[config.mk]
export PLATFORM = sky130hd
export DESIGN_NAME = matrix_reader
export DESIGN_NICKNAME = d
export VERILOG_FILES = /design/src/rtl/matrix_reader.sv
export SDC_FILE = /design/constraint.sdc
export NUM_CORES = 1
export LEC_CHECK = 0
export ABC_AREA = 0
export CORE_MARGIN = 3
export CORE_UTILIZATION = 45
export CTS_CLUSTER_DIAMETER = 200
export DETAILED_ROUTE_END_ITERATION = 10
export PLACE_DENSITY = 0.77
export RECOVER_POWER = 100
export SLEW_MARGIN = 20
export SYNTH_ARGS = -nofsm -noshare
export SYNTH_HDL_FRONTEND = slang
export SYNTH_SLANG_ARGS = --single-unit
[constraint.sdc]
create_clock -name CLK -period 2.4 [get_ports CLK]
set_input_delay 0.6 -clock CLK [delete_from_list [all_inputs] [get_ports CLK]]
set_output_delay 0.6 -clock CLK [all_outputs]
set_load 0.05 [all_outputs]
[src/rtl/matrix_reader.sv]
// Streams a snapshot of a packed DIM x DIM matrix one element per valid/ready
// transfer, row-major or column-major, then pulses done for a single cycle.
module matrix_reader #(
    parameter int ELEM_W = 16,
    parameter int DIM    = 4,
    parameter int IDX_W  = 2
) (
    input  logic                      CLK,
    input  logic                      reset,
    input  logic                      start,
    input  logic                      transpose,
    input  logic [DIM*DIM*ELEM_W-1:0] matrix,
    input  logic                      out_ready,
    output logic                      out_valid,
    output logic [ELEM_W-1:0]         out_data,
    output logic [IDX_W-1:0]          out_row,
    output logic [IDX_W-1:0]          out_col,
    output logic                      out_last,
    output logic                      busy,
    output logic                      done
);

    localparam int N  = DIM * DIM;
    localparam int KW = 2 * IDX_W;

    typedef enum logic [1:0] {IDLE, STREAM, DONE} state_t;

    state_t                       state;
    logic [N-1:0][ELEM_W-1:0]     shadow;
    logic [KW-1:0]                k;
    logic                         flag;

    logic [IDX_W-1:0] k_hi, k_lo, row, col;
    logic [KW-1:0]    idx;
    logic             streaming;

    always_ff @(posedge CLK) begin
        if (reset) begin
            state  <= IDLE;
            shadow <= '0;
            k      <= '0;
            flag   <= 1'b0;
        end else begin
            case (state)
                IDLE: if (start) begin
                    shadow <= matrix;
                    flag   <= transpose;
                    k      <= '0;
                    state  <= STREAM;
                end
                STREAM: if (out_ready) begin
                    // k stops at the final index; the exit goes through DONE
                    if (k == KW'(N-1)) state <= DONE;
                    else               k     <= k + 1'b1;
                end
                DONE:    state <= IDLE;
                default: state <= IDLE;
            endcase
        end
    end

    // Everything below depends only on registered state, never on out_ready/start
    assign k_hi      = IDX_W'(k / KW'(DIM));
    assign k_lo      = IDX_W'(k % KW'(DIM));
    assign row       = flag ? k_lo : k_hi;
    assign col       = flag ? k_hi : k_lo;
    assign idx       = KW'(row) * KW'(DIM) + KW'(col);
    assign streaming = (state == STREAM);

    assign out_valid = streaming;
    assign out_data  = streaming ? shadow[idx] : '0;
    assign out_row   = streaming ? row : '0;
    assign out_col   = streaming ? col : '0;
    assign out_last  = streaming && (k == KW'(N-1));
    assign busy      = (state != IDLE);
    assign done      = (state == DONE);

endmodule
After elaboration in Yosys (flattened, before gate mapping)
Cells that the tools add are included.

storage, ports and cells
  flip-flop bits (word level) = 263
  input bits = 261
  output and inout port bits = 24
  logic and storage cells = 51

cells by class
  add/subtract/negate cells = 2
  magnitude comparators = 1
  eq/ne operators = 7
  multiplexer cells = 15
  reductions and logical operators = 7

operators by type and width
  operator                                                                  number
  16-bit binary-select mux with 4-bit select                                1
  16-bit two-way mux                                                        2
  2-bit two-way mux                                                         7
  4-bit two-way mux                                                         3
  4-bit case mux with 2 select lines                                        1
  2-bit inequality test (second input constant)                             3
  4-bit by 5-bit < comparator with 1-bit output (second input constant)     1
  4-bit by 1-bit adder with 4-bit output (second input constant)            1
  4-bit by 2-bit adder with 4-bit output                                    1
  4-bit equality test (second input constant)                               1
  2-bit case mux with 2 select lines                                        1
  4-bit AND reduction                                                       1
  2-bit nonzero test                                                        2
  3-bit AND reduction                                                       1
  2-bit by 1-bit equality test with 1-bit output (second input constant)    1
  2-bit equality test (second input constant)                               1
  2-bit zero test                                                           1
  2-bit by 1-bit inequality test with 1-bit output (second input constant)  1
  2-bit AND reduction                                                       1
  1-bit logical AND                                                         1

Logic depth before layout (Yosys ltp)
  depth in word-level cells = 5
  gate-level depth with buffers = 8
  gate-level depth less buffers = 6

Least setup slack after synthesis
Ideal clock, no wire load.

  kind = reg2out
  start point = register flag
  end point = output port out_data[10]
  data arrival time = 2.589 ns
  required time = 1.800 ns
  setup slack = -0.789 ns
  cell stages (with the launch flop) = 9
  path buffers = 3
  path through = dfxtp_1 buf_6 mux2i_4 buf_6 buf_8 nor2_1 o211ai_1 a21oi_1 o31ai_1

on the way
  word-level cells in the longest chain between the ends = 5
  elaborated cells on any way between the ends = 6
  those cells by class = add/sub: 1; mux: 5

RTL lines
  what                                            RTL line  source
  start, declared                                 31        logic flag;
  start signal, assigned                          47        flag <= transpose;
  2-bit two-way mux, on equally long branches     66, 65
  4-bit by 2-bit adder with 4-bit output (*)      67        assign idx = KW'(row) * KW'(DIM) + KW'(col);
  16-bit binary-select mux with 4-bit select (*)  71        assign out_data = streaming ? shadow[idx] : '0;
  16-bit two-way mux (not written as such) (*)    71
  16-bit two-way mux (*)                          71
  end, declared                                   15        output logic [ELEM_W-1:0] out_data,

Mark *: on every way between the ends. The rest lies on a longest branch, timed or not. The select of a mux whose other input is x is not followed.

Worst setup path in the final report
  start point = register flag
  end point = output port out_data[2]

Same word-level chain as after synthesis.

==> metrics.yaml <==
hold_class: "flip-flop to flip-flop"
synth_fp_nets: 1652
cts.sinks: 263
syn_inst: 1390
finalCritPeriodShare_pct: 134
grt_overflow: 0
antenna_cells: 0
finalSetupViolCount: 20
synth_cell_type_count: 41
fin_setup_tns_ns: -12.75
chipWidth_um: 165
cts_tree: "yes"
dp_hpwl_um: 29700
yosysTopAreaCellShare_pct: 46.5
most-common-layout-cells: "nand2_1, a21oi_1, dfxtp_1, clkdlybuf4s50_1, buf_4"
core_um2: 24500
drtPass1Iterations: 5
wirelength_um: 40800
grt_pass1_vias: 10900
antenna_found_initial: 2
root_buffer: "clkbuf_16"
dieHeight_um: 165
synth_top_cell_by_area: "dfxtp_1"
top_usage_layer: "met2"
groute.layer.met2.usage_pct: 46.3
crit_path_max_fanout: 12
portBuffers: 284
worstSetupStartpointType: "flip-flop"
grt_pass1_wl_um: 61200
worstPathArrival_ns: 2.62
detail_route.iter0.violations: 1044
use_met3_pct: 4.72
fmax_mhz: 311
drc: 0
async_flop_share_pct: 0
synth_xor_area_share_pct: 0.0773
worst_slew_pin_slew_ns: 0.641
ctsHoldBuffers: 0
syn_to_final_growth_pct: 46.7
fin_nets: 1956
ios: 285
via_per_inst: 5.56
violations: "setup timing"
relSlewSlack_pct: 57.2
synth_edf_count: 0
synthMuxAreaShare_pct: 11.6
syn_avg_cell_area_um2: 8.15
cts_buffers: 27
synth_flop_cell: "dfxtp_1"
rsz0062_at_grt: "yes"
pre_cts_slack_ns: -0.305
start_util_pct: 46.2
synth_fa_ha_area_share_pct: 0.110
drv_slew: 0
synth-seq-area-share_pct: 46.5
hold_viol: 0
p_per_area_nw_per_um2: 653
drtAntennaViolNets: 0
grt_max_degree: 82
synthSimpleGateAreaFrac_pct: 20.2
ctsHtreeMaxLevel: 1
clock_path_buffers: 3
synth-seq-cells: 263
p_leak_nw: 6.29
yosysWarnings: 0
cp.required_ns: 1.80
max_cap_viol_count: 0
clk_pin_slew_ns: 0.06
die-area_um2: 27100
num_rows: 57
insertion_delay_ns: 0.56
synth_top_family_by_area: "simple AND/OR/NAND/NOR gates"
wl_per_cell_um: 20.0
synth_area_leaders: "dfxtp_1, nand2_1, a21oi_1"
status: "finished with violations"
mappedNetlistArea_um2: 11300
crit_type: "flip-flop to output port"
endpoint_kind: "output port"
vias: 11300
layout_commonest_cell: "nand2_1"
fin_skew_ns: 0.0232
synth_compound_area_share_pct: 16.8
gp_congestion: 0.959
period_minus_slack_ns: 3.22
layout-drive-gt1-share_pct: 16.7
grt_util_met1_pct: 40.2
gr-usage-all-layers_pct: 29.1
ir_drop_v: 0.000482
layout_setup_ws_ns: -0.816
through the flow:
stage	power [mW]	utilization [%]	hold slack [ns]	instance area [um^2]	instances
after global routing	11.2	67.8	0.471	16600	2038
after detailed placement	6.65	62.7	0.447	15400	1965
final	10.9	67.8	0.453	16600	2038
after CTS	10.9	68.1	0.455	16700	2035
after global placement	6.63	62.7	0.440	15400	1965
after floorplan	5.73	-	0.432	11600	1390
cell usage after synthesis, drive strengths merged, types with 2 or more instances:
cell and number:
o22ai 4, a22oi 24, and2 3, a31oi 2, nand3 2, nand2b 3
dfxtp 263, nor2 46, nand3b 2, mux2 2, o22a 7, o211ai 8
mux4 51, inv 6, o21ai 22, clkbuf 62, o31ai 3, nor4b 2
nor3 2, buf 48, a2111oi 2, nor2b 3, mux2i 12, nand2 531
a21oi 272
repair_timing:
item / 4_1_cts / 5_1_grt
pin swaps: 11 / 12
resized for setup: 46 / 19
setup endpoints to repair: 20 / 21
cloned: 3 / 1
buffers inserted: 18 / 5
cells by family after synthesis:
kind of cell | count (synthesis)
buf+inv | 116
xor+xnor | 1
compound gates | 349
mux | 65
simple gates | 595
fa+ha+maj | 1
flops | 263
power by group:
part	leakage, nW	internal (mW)	total, mW	switching (mW)
sequential	2.16	4.64	4.85	0.209
combinational	3.68	0.916	1.77	0.853
clock	0.450	2.45	4.23	1.79
total	6.29	8.00	10.9	2.85
cell type report:
| class | instances | area (um^2) |
|---|---|---|
| Clock buffer | 35 | 756 |
| Clock inverter | 14 | 141 |
| Fill cell | 1903 | 7910 |
| Inverter | 6 | 23.8 |
| Multi-Input combinational cell | 1011 | 5890 |
| Sequential cell | 263 | 5270 |
| Tap cell | 324 | 405 |
| Timing Repair Buffer | 385 | 4140 |
sequential cells by signal, indices dropped and copies added (netlist names):
| signal | flops |
|---|---|
| flag | 1 |
| k | 4 |
| shadow | 256 |
| state | 2 |
worst max-delay path, cell delays in order, from the launching register on:
cell     delay, ns
dfxtp_4       0.37
mux2i_4       0.23
buf_6         0.16
buf_12        0.17
mux4_2        0.56
a22oi_2       0.31
nand2_4       0.10
buf_12        0.16
final timing paths:
check	start	to	slack, ns	cells past startpoint
worst max-delay path	flag	out_data[2]	-0.82	7
worst min-delay path	shadow[171]	shadow[171]	0.45	2
worst max register to register	state[1]	shadow[192]	0.02	6
worst min register to register	shadow[171]	shadow[171]	0.45	2
per-layer routing:
layer	vias up	part of all wire, %
met3	108	8.2
met1	5365	41
met2	545	46
met4	4	4.4
met5	-	0.066
li1	5316	-
No activity file was read; power rests on OpenSTA's default activity.
